`config.mk`:
```
export PLATFORM = sky130hd
export DESIGN_NAME = usbdev_aon_suspend_seq_flat
export DESIGN_NICKNAME = d
export VERILOG_FILES = /design/src/rtl/usbdev_aon_suspend_seq_if.sv /design/src/rtl/usbdev_aon_suspend_seq.sv /design/src/flat_wrapper.sv
export SDC_FILE = /design/constraint.sdc
export NUM_CORES = 1
export LEC_CHECK = 0
export CELL_PAD_IN_SITES_DETAIL_PLACEMENT = 1
export CELL_PAD_IN_SITES_GLOBAL_PLACEMENT = 1
export CORE_UTILIZATION = 43
export DETAILED_ROUTE_END_ITERATION = 16
export DONT_BUFFER_PORTS = 1
export PLACE_DENSITY = 0.77
export SLEW_MARGIN = 20
export SYNTH_ARGS = -nofsm -noshare
export SYNTH_HDL_FRONTEND = slang
export SYNTH_SLANG_ARGS = --single-unit
```
`constraint.sdc`:
```
create_clock -name clk_aon_i -period 2.8 [get_ports clk_aon_i]
set_input_delay 0.28 -clock clk_aon_i [delete_from_list [all_inputs] [get_ports clk_aon_i]]
set_output_delay 0.28 -clock clk_aon_i [all_outputs]
set_load 0.02 [all_outputs]
```
`src/rtl/usbdev_aon_suspend_seq_if.sv`:
```
// Sequencer-facing bundle: usbdev toggles, detector status/events, and outputs.
// The wake counter port exists only when USBDEV_AON_WAKE_CNT_EN is defined.
interface usbdev_aon_suspend_seq_if;
  logic       suspend_toggle_i;
  logic       wake_ack_toggle_i;
  logic       wake_detect_active_aon_i;
  logic       wake_req_aon_i;
  logic       bus_not_idle_aon_i;
  logic       bus_reset_aon_i;
  logic       sense_lost_aon_i;
  logic       suspend_req_aon_o;
  logic       wake_ack_aon_o;
  logic       powerdown_ok_aon_o;
  logic [2:0] wake_cause_aon_o;
  logic       arm_err_aon_o;
  logic [2:0] state_aon_o;
`ifdef USBDEV_AON_WAKE_CNT_EN
  logic [7:0] wake_count_aon_o;
`endif

  modport master (
    output suspend_toggle_i,
    output wake_ack_toggle_i,
    output wake_detect_active_aon_i,
    output wake_req_aon_i,
    output bus_not_idle_aon_i,
    output bus_reset_aon_i,
    output sense_lost_aon_i,
    input  suspend_req_aon_o,
    input  wake_ack_aon_o,
    input  powerdown_ok_aon_o,
    input  wake_cause_aon_o,
    input  arm_err_aon_o,
`ifdef USBDEV_AON_WAKE_CNT_EN
    input  wake_count_aon_o,
`endif
    input  state_aon_o
  );

  modport slave (
    input  suspend_toggle_i,
    input  wake_ack_toggle_i,
    input  wake_detect_active_aon_i,
    input  wake_req_aon_i,
    input  bus_not_idle_aon_i,
    input  bus_reset_aon_i,
    input  sense_lost_aon_i,
    output suspend_req_aon_o,
    output wake_ack_aon_o,
    output powerdown_ok_aon_o,
    output wake_cause_aon_o,
    output arm_err_aon_o,
`ifdef USBDEV_AON_WAKE_CNT_EN
    output wake_count_aon_o,
`endif
    output state_aon_o
  );
endinterface

```
`src/rtl/usbdev_aon_suspend_seq.sv`:
```
// AON suspend sequencer: toggle commands -> level requests to the wake detector.
// Define USBDEV_AON_WAKE_CNT_EN to add the saturating wake_count_aon_o counter.
module usbdev_aon_suspend_seq #(
  parameter int unsigned DwellCycles = 16,
  parameter int unsigned ArmTimeout  = 8
) (
  input logic                     clk_aon_i,
  input logic                     rst_aon_ni,
  usbdev_aon_suspend_seq_if.slave io
);

  localparam logic [15:0] DwellMax = 16'(DwellCycles);
  localparam logic [15:0] ArmMax   = 16'(ArmTimeout);

  typedef enum logic [2:0] {
    IDLE    = 3'd0,
    ARM     = 3'd1,
    MONITOR = 3'd2,
    WOKEN   = 3'd3,
    RELEASE = 3'd4
  } state_e;

  logic [1:0]  susp_sync;
  logic [1:0]  ack_sync;
  logic        susp_q;
  logic        ack_q;
  logic        susp_pulse;
  logic        ack_pulse;

  state_e      state;
  logic [15:0] cnt;
  logic [15:0] cnt_inc;
  logic [15:0] dwell_nxt;
  logic [2:0]  evt;
  logic        susp_req_q;
  logic        wake_ack_q;
  logic        pd_ok_q;
  logic [2:0]  cause_q;
  logic        arm_err_q;
`ifdef USBDEV_AON_WAKE_CNT_EN
  logic [7:0]  wake_cnt_q;
`endif

  always_ff @(posedge clk_aon_i or negedge rst_aon_ni) begin
    if (!rst_aon_ni) begin
      susp_sync <= '0;
      ack_sync  <= '0;
      susp_q    <= 1'b0;
      ack_q     <= 1'b0;
    end else begin
      susp_sync <= {susp_sync[0], io.suspend_toggle_i};
      ack_sync  <= {ack_sync[0], io.wake_ack_toggle_i};
      susp_q    <= susp_sync[1];
      ack_q     <= ack_sync[1];
    end
  end

  // One-cycle command pulses; unused pulses are simply dropped.
  assign susp_pulse = susp_sync[1] ^ susp_q;
  assign ack_pulse  = ack_sync[1] ^ ack_q;

  assign evt = {io.sense_lost_aon_i,
                io.bus_reset_aon_i,
                io.bus_not_idle_aon_i};

  assign cnt_inc   = cnt + 16'd1;
  assign dwell_nxt = (cnt >= DwellMax) ? DwellMax : cnt_inc;

  always_ff @(posedge clk_aon_i or negedge rst_aon_ni) begin
    if (!rst_aon_ni) begin
      state      <= IDLE;
      cnt        <= '0;
      susp_req_q <= 1'b0;
      wake_ack_q <= 1'b0;
      pd_ok_q    <= 1'b0;
      cause_q    <= '0;
      arm_err_q  <= 1'b0;
`ifdef USBDEV_AON_WAKE_CNT_EN
      wake_cnt_q <= '0;
`endif
    end else begin
      unique case (state)
        IDLE: begin
          if (susp_pulse) begin
            state      <= ARM;
            cnt        <= '0;
            cause_q    <= '0;
            arm_err_q  <= 1'b0;
            susp_req_q <= 1'b1;
          end
        end
        ARM: begin
          if (io.wake_detect_active_aon_i) begin
            state <= MONITOR;
            cnt   <= '0;
          end else if (cnt_inc >= ArmMax) begin
            state      <= IDLE;
            arm_err_q  <= 1'b1;
            susp_req_q <= 1'b0;
          end else begin
            cnt <= cnt_inc;
          end
        end
        MONITOR: begin
          // A wake on the dwell-completion cycle wins over powerdown.
          if (io.wake_req_aon_i) begin
            state      <= WOKEN;
            cause_q    <= cause_q | evt;
            susp_req_q <= 1'b0;
            pd_ok_q    <= 1'b0;
          end else if (ack_pulse) begin
            state      <= RELEASE;
            susp_req_q <= 1'b0;
            wake_ack_q <= 1'b1;
            pd_ok_q    <= 1'b0;
          end else begin
            cnt     <= dwell_nxt;
            pd_ok_q <= (dwell_nxt == DwellMax);
          end
        end
        WOKEN: begin
          cause_q <= cause_q | evt;
          if (ack_pulse) begin
            state      <= RELEASE;
            wake_ack_q <= 1'b1;
`ifdef USBDEV_AON_WAKE_CNT_EN
            if (wake_cnt_q != 8'hff) begin
              wake_cnt_q <= wake_cnt_q + 8'd1;
            end
`endif
          end
        end
        RELEASE: begin
          if (!io.wake_detect_active_aon_i) begin
            state      <= IDLE;
            wake_ack_q <= 1'b0;
          end
        end
        default: begin
          state      <= IDLE;
          cnt        <= '0;
          susp_req_q <= 1'b0;
          wake_ack_q <= 1'b0;
          pd_ok_q    <= 1'b0;
          cause_q    <= '0;
          arm_err_q  <= 1'b0;
        end
      endcase
    end
  end

  assign io.suspend_req_aon_o  = susp_req_q;
  assign io.wake_ack_aon_o     = wake_ack_q;
  assign io.powerdown_ok_aon_o = pd_ok_q;
  assign io.wake_cause_aon_o   = cause_q;
  assign io.arm_err_aon_o      = arm_err_q;
  assign io.state_aon_o        = state;
`ifdef USBDEV_AON_WAKE_CNT_EN
  assign io.wake_count_aon_o   = wake_cnt_q;
`endif

`ifndef SYNTHESIS
  req_ack_excl_a: assert property (
    @(posedge clk_aon_i) disable iff (!rst_aon_ni)
    !(susp_req_q && wake_ack_q));
`endif

endmodule

```
`src/flat_wrapper.sv`:
```
// flat-port wrapper written by rule: the top's interface ports become plain ports
module usbdev_aon_suspend_seq_flat 
#(
  parameter int unsigned DwellCycles = 16,
  parameter int unsigned ArmTimeout  = 8
)
  (clk_aon_i, rst_aon_ni, io_suspend_toggle_i, io_wake_ack_toggle_i, io_wake_detect_active_aon_i, io_wake_req_aon_i, io_bus_not_idle_aon_i, io_bus_reset_aon_i, io_sense_lost_aon_i, io_suspend_req_aon_o, io_wake_ack_aon_o, io_powerdown_ok_aon_o, io_wake_cause_aon_o, io_arm_err_aon_o, io_state_aon_o);
  usbdev_aon_suspend_seq_if io_i ();
  input logic clk_aon_i;
  input logic rst_aon_ni;
  input wire logic [$bits(io_i.suspend_toggle_i)-1:0] io_suspend_toggle_i;
  input wire logic [$bits(io_i.wake_ack_toggle_i)-1:0] io_wake_ack_toggle_i;
  input wire logic [$bits(io_i.wake_detect_active_aon_i)-1:0] io_wake_detect_active_aon_i;
  input wire logic [$bits(io_i.wake_req_aon_i)-1:0] io_wake_req_aon_i;
  input wire logic [$bits(io_i.bus_not_idle_aon_i)-1:0] io_bus_not_idle_aon_i;
  input wire logic [$bits(io_i.bus_reset_aon_i)-1:0] io_bus_reset_aon_i;
  input wire logic [$bits(io_i.sense_lost_aon_i)-1:0] io_sense_lost_aon_i;
  output wire logic [$bits(io_i.suspend_req_aon_o)-1:0] io_suspend_req_aon_o;
  output wire logic [$bits(io_i.wake_ack_aon_o)-1:0] io_wake_ack_aon_o;
  output wire logic [$bits(io_i.powerdown_ok_aon_o)-1:0] io_powerdown_ok_aon_o;
  output wire logic [$bits(io_i.wake_cause_aon_o)-1:0] io_wake_cause_aon_o;
  output wire logic [$bits(io_i.arm_err_aon_o)-1:0] io_arm_err_aon_o;
  output wire logic [$bits(io_i.state_aon_o)-1:0] io_state_aon_o;
  assign io_i.suspend_toggle_i = io_suspend_toggle_i;
  assign io_i.wake_ack_toggle_i = io_wake_ack_toggle_i;
  assign io_i.wake_detect_active_aon_i = io_wake_detect_active_aon_i;
  assign io_i.wake_req_aon_i = io_wake_req_aon_i;
  assign io_i.bus_not_idle_aon_i = io_bus_not_idle_aon_i;
  assign io_i.bus_reset_aon_i = io_bus_reset_aon_i;
  assign io_i.sense_lost_aon_i = io_sense_lost_aon_i;
  assign io_suspend_req_aon_o = io_i.suspend_req_aon_o;
  assign io_wake_ack_aon_o = io_i.wake_ack_aon_o;
  assign io_powerdown_ok_aon_o = io_i.powerdown_ok_aon_o;
  assign io_wake_cause_aon_o = io_i.wake_cause_aon_o;
  assign io_arm_err_aon_o = io_i.arm_err_aon_o;
  assign io_state_aon_o = io_i.state_aon_o;
  usbdev_aon_suspend_seq #(.DwellCycles(DwellCycles), .ArmTimeout(ArmTimeout)) u_core (.clk_aon_i(clk_aon_i), .rst_aon_ni(rst_aon_ni), .io(io_i));
endmodule
```
Word-level counts from Yosys, hierarchy flattened

Cells that the tools add are included.

Input bits: 9
Register bits: 32

Equality and inequality tests: 15
$add $sub $neg: 1
Multiplexer cells: 34
Reductions and logical operators: 12
Magnitude comparators: 2
Bitwise gates (word level): 7

Operators by type and width:

| cell                                                                                 | count |
|---|---|
| 16-bit 2-to-1 mux                                                                    | 6 |
| 16-bit one-hot mux with 4 select lines                                               | 1 |
| 3-bit 2-to-1 mux                                                                     | 8 |
| 16-bit by 1-bit adder with 16-bit output, second input constant                      | 1 |
| 16-bit by 5-bit == test with 1-bit output, second input constant                     | 1 |
| 16-bit by 4-bit greater-or-equal comparator with 1-bit output, second input constant | 1 |
| 16-bit by 5-bit greater-or-equal comparator with 1-bit output, second input constant | 1 |
| 3-bit one-hot mux with 5 select lines                                                | 1 |
| 1-bit 2-to-1 mux                                                                     | 13 |
| 3-bit one-hot mux with 4 select lines                                                | 1 |
| 2-bit != test, second input constant                                                 | 5 |
| 5-bit AND reduction                                                                  | 2 |
| 3-bit AND reduction                                                                  | 3 |
| 1-bit one-hot mux with 4 select lines                                                | 2 |
| 3-bit by 2-bit == test with 1-bit output, second input constant                      | 2 |
| 3-bit by 2-bit != test with 1-bit output, second input constant                      | 2 |
| 2-bit OR reduction                                                                   | 3 |
| 2-bit by 1-bit != test with 1-bit output, second input constant                      | 2 |
| 1-bit NOT                                                                            | 4 |
| 4-bit AND reduction                                                                  | 1 |
| 4-bit OR reduction                                                                   | 1 |
| 3-bit by 1-bit == test with 1-bit output, second input constant                      | 1 |
| 3-bit == test, second input constant                                                 | 1 |
| 3-bit logical NOT                                                                    | 1 |
| 6 further kinds                                                                      | 7 |

Depth between registers and ports, before layout

Word-level depth: 6
Mapped depth: 8

Worst setup path after synthesis

OpenSTA, ideal clock, no wires.

Path type: reg2reg
From: register u_core.cnt[0]
To: register u_core.cnt[4]
Setup time: 0.127 ns
Cell stages (with the launch flop): 9
Data required time: 2.673 ns
Period minus slack after synthesis: 2.902 ns
Data arrival time: 2.774 ns
Slack: -0.102 ns
Path through: dfrtp_1 ha_1 nand4_1 or3_1 or3_1 a2111o_1 or4_4 nand2_2 mux2_1

Longest elaborated chain between the ends: 5
Elaborated cells between the ends (all ways): 11
Classes of those cells: add/sub: 1; order compare: 2; eq/ne: 1; mux: 6; reduce/logical: 1

RTL lines:

| item                                                                                             | RTL line                      | RTL |
|---|---|---|
| start: declaration                                                                               | usbdev_aon_suspend_seq.sv:31  | `logic [15:0] cnt;` |
| start signal: assignment                                                                         | usbdev_aon_suspend_seq.sv:101 | `cnt <= cnt_inc;` |
| start signal: assignment                                                                         | usbdev_aon_suspend_seq.sv:117 | `cnt <= dwell_nxt;` |
| parallel branches: the longest is 5 deep, another holds 16-bit by 1-bit adder with 16-bit output | --                            |  |

Parallel ways; which one is timed is not known. The select of a mux whose other input is x is not followed.
A chain may end at the register's enable or synchronous reset.

Worst setup path in the final report

Ends and elaborated chain as after synthesis.

==> impl_metrics.tcl <==
set metrics [dict create \
    status "completed" \
    async_flop_share_pct 100 \
    rsz0062_at_grt "true" \
    cts_htree_levels 2 \
    syn_area_sq_um 1690 \
    relSlewSlack_pct 66.3 \
    required_ns 2.97 \
    cts_tree "yes" \
    final_area_sq_um 2020 \
    coreArea_sq_um 3720 \
    hp-class "input port to flip-flop" \
    synth-edff-count 0 \
    max_freq_mhz 358 \
    finalWeightedCongestion 0.921 \
    gr-usage-met1_pct 31.2 \
    synth_cell_types 43 \
    instances_no_fill 252 \
    final.setup_skew_ns 0.00576 \
    grt.total_usage_pct 25.4 \
    power_leakage_nw 0.934 \
    syn_nets 194 \
    via_count 1510 \
    clock_sinks 32 \
    period_needed_ns 2.79 \
    cts_root_buf "clkbuf_8" \
    multi_input_area_sq_um 880 \
    synthTopCellsByCount "dfrtp_1, nor2_1, a21oi_1" \
    syn_inst 183 \
    place_area_sq_um 1850 \
    grt_remaining_overflow 0 \
    dp.cells 240 \
    clkTransAtPathRegs_ns 0.07 \
    grtUsageMet3_pct 5.81 \
    use_met2_pct 42.7 \
    drt-total-wl_um 4550 \
    numPortBuffers 0 \
    ys.flop_type "dfrtp_1" \
    ys_seq_area_share_pct 47.3 \
    yosysTopAreaCellShare_pct 47.3 \
    finalMaxSlewViolations 0 \
    numCtsBuffers 5 \
    max_cap_violations 0 \
    hpwlAfterDp_um 3260 \
    diodes 0 \
    place_ws_ns -0.0170 \
    setup_violations 0 \
    crit_top_cell "or3_4" \
    max_stage_delay_ns 0.47 \
    clkLatencyLatePin_ns 0.29 \
    period_share_pct 99.8 \
    crit_buf_inv 0 \
    viasPerCell 5.99 \
    cp_slowest_cell "or4_4" \
    crit_fanout 5 \
    setup-tns-final_ns 0 \
    drive_gt1_share_pct 19.6 \
    ys_warn_count 0 \
    synth_top_area_cell "dfrtp_1" \
    start_util_pct 45.5 \
    dr.first_iter.drc_count 70 \
    arrival_ns 2.96 \
    avgSynthCellArea_sq_um 9.24 \
    first_pass_iters 4 \
    dieArea_sq_um 4190 \
    setup_ws_ns 0.00673 \
    nNetsFinal 214 \
    clockBufferDepth 2 \
    p_total_mw 1.76 \
    die_h_um 64.7 \
    grt_pass1_wl_um 8040 \
    antenna_found_initial 0 \
    synth.most_common_cell "dfrtp_1" \
    power_density_nw_per_um2 873 \
    cp_top_family "simple AND/OR/NAND/NOR gates" \
    crit_type "flip-flop to flip-flop" \
    regArea_sq_um 801 \
    synthToLayoutAreaGrowth_pct 19.2 \
    n_fill_cell 437 \
    yosys_register_bits 32 \
    vdd.ir_drop.worst_mv 0.462 \
    synthTopCellsByArea "dfrtp_1, a21oi_1, nor2_1" \
    drcViolationCount 0 \
    num_io_pins 19 \
    busiest_layer "met2" \
    final_antenna_net_count 0 \
    path_cells "ha_4 -> nand4_1 -> or3_4 -> or3_4 -> a2111o_1 -> or4_4 -> nand2_4 -> mux2_4" \
    rows 22 \
    hold_violations 0 \
    die_w_um 64.7 \
    wl_per_cell_um 18.0 \
    grt_pass1_vias 1641 \
    crit_path_end_kind "flip-flop" \
    tightest_slew_ns 0.500 \
    grt_start_max_net_pins 33 \
    start_kind "flip-flop" \
]
[where the power goes]
group	switching, mW	total (mW)	internal, mW
sequential	0.125	0.663	0.538
combinational	0.457	0.749	0.292
clock	0.175	0.348	0.173
total	0.757	1.76	1.00
[cells in the final DEF (no fill, tap or decap), drive strengths merged, types with 7 or more instances in the layout]
| cell type | n |
|---|---|
| buf | 18 |
| and3 | 11 |
| a21oi | 16 |
| nand3 | 9 |
| inv | 7 |
| o21ai | 7 |
| nand2 | 11 |
| nor2 | 21 |
| dfrtp | 32 |
[flip-flops by register name (all words and copies together) (netlist names)]
| signal | count |
|---|---|
| u_core.cnt | 16 |
| u_core.io.state_aon_o | 3 |
| u_core.io.wake_cause_aon_o | 3 |
| u_core.ack_sync | 2 |
| u_core.susp_sync | 2 |
| u_core.ack_q | 1 |
| u_core.io.arm_err_aon_o | 1 |
| u_core.io.powerdown_ok_aon_o | 1 |
| u_core.io.suspend_req_aon_o | 1 |
| u_core.io.wake_ack_aon_o | 1 |
| u_core.susp_q | 1 |
[worst reg2reg max path: stages (launching register included)]
cell and delay, ns:
dfrtp_1 0.41, ha_4 0.16, nand4_1 0.12, or3_4 0.37, or3_4 0.33, a2111o_1 0.41
or4_4 0.47, nand2_4 0.10, mux2_4 0.31
[final timing paths]
check                               startpoint                       endpoint  slack, ns  cells past startpoint
max                              u_core.cnt[0]                  u_core.cnt[4]      0.007                      8
min                        io_suspend_toggle_i            u_core.susp_sync[0]       0.02                      0
max reg2reg                      u_core.cnt[0]                  u_core.cnt[4]      0.007                      8
min reg2reg                u_core.susp_sync[0]            u_core.susp_sync[1]       0.35                      0
max in group asynchronous           rst_aon_ni  u_core.io.wake_cause_aon_o[2]       2.17                      2
min in group asynchronous           rst_aon_ni   u_core.io.powerdown_ok_aon_o       0.46                      2
[cell families (layout without fill, tap and decap cells)]
logic type / Yosys count / count (layout) / synth area share (%)
AND/OR/NAND/NOR: 80 / 80 / 25.1
AO/OA/AOI/OAI: 46 / 46 / 17.5
flip-flops: 32 / 32 / 47.3
buffers and inverters: 13 / 34 / 3.11
XOR/XNOR: 7 / 7 / 3.62
multiplexers: 3 / 3 / 1.85
adder cells (fa/ha/maj): 2 / 2 / 1.48
[per-stage QoR]
stage	utilization, %	hold slack [ns]
finish	54.2	0.0214
global route	54.2	0.00280
CTS	53.6	0.0108
detailed placement	49.8	-0.0146
global placement	49.8	-0.0148
floorplan	-	-0.0156
[metal layers]
metal	wire, um	up-vias
met2	2350	28
li1	-	702
met1	1950	769
met5	0	-
met3	153	11
met4	92	0
[cell type report]
class                      instances  share of cell area, %
timing repair buffer              19                   8.01
clock buffer                       5                   3.41
inverter                           7                   1.30
clock inverter                     3                  0.931
multi-input combinational        138                   43.6
tap                               48                   2.98
sequential                        32                   39.7
[timing repair]
| item | CTS | global route |
|---|---|---|
| endpoints found under the setup margin | 2 | 14 |
| setup buffers | 1 | 1 |
| pin swaps | 1 | 0 |
| hold buffers | 2 | 0 |
| gates resized for setup | 4 | 5 |
| endpoints found under the hold margin | 32 | 0 |
Note: power is estimated with default switching activity, not from simulation.
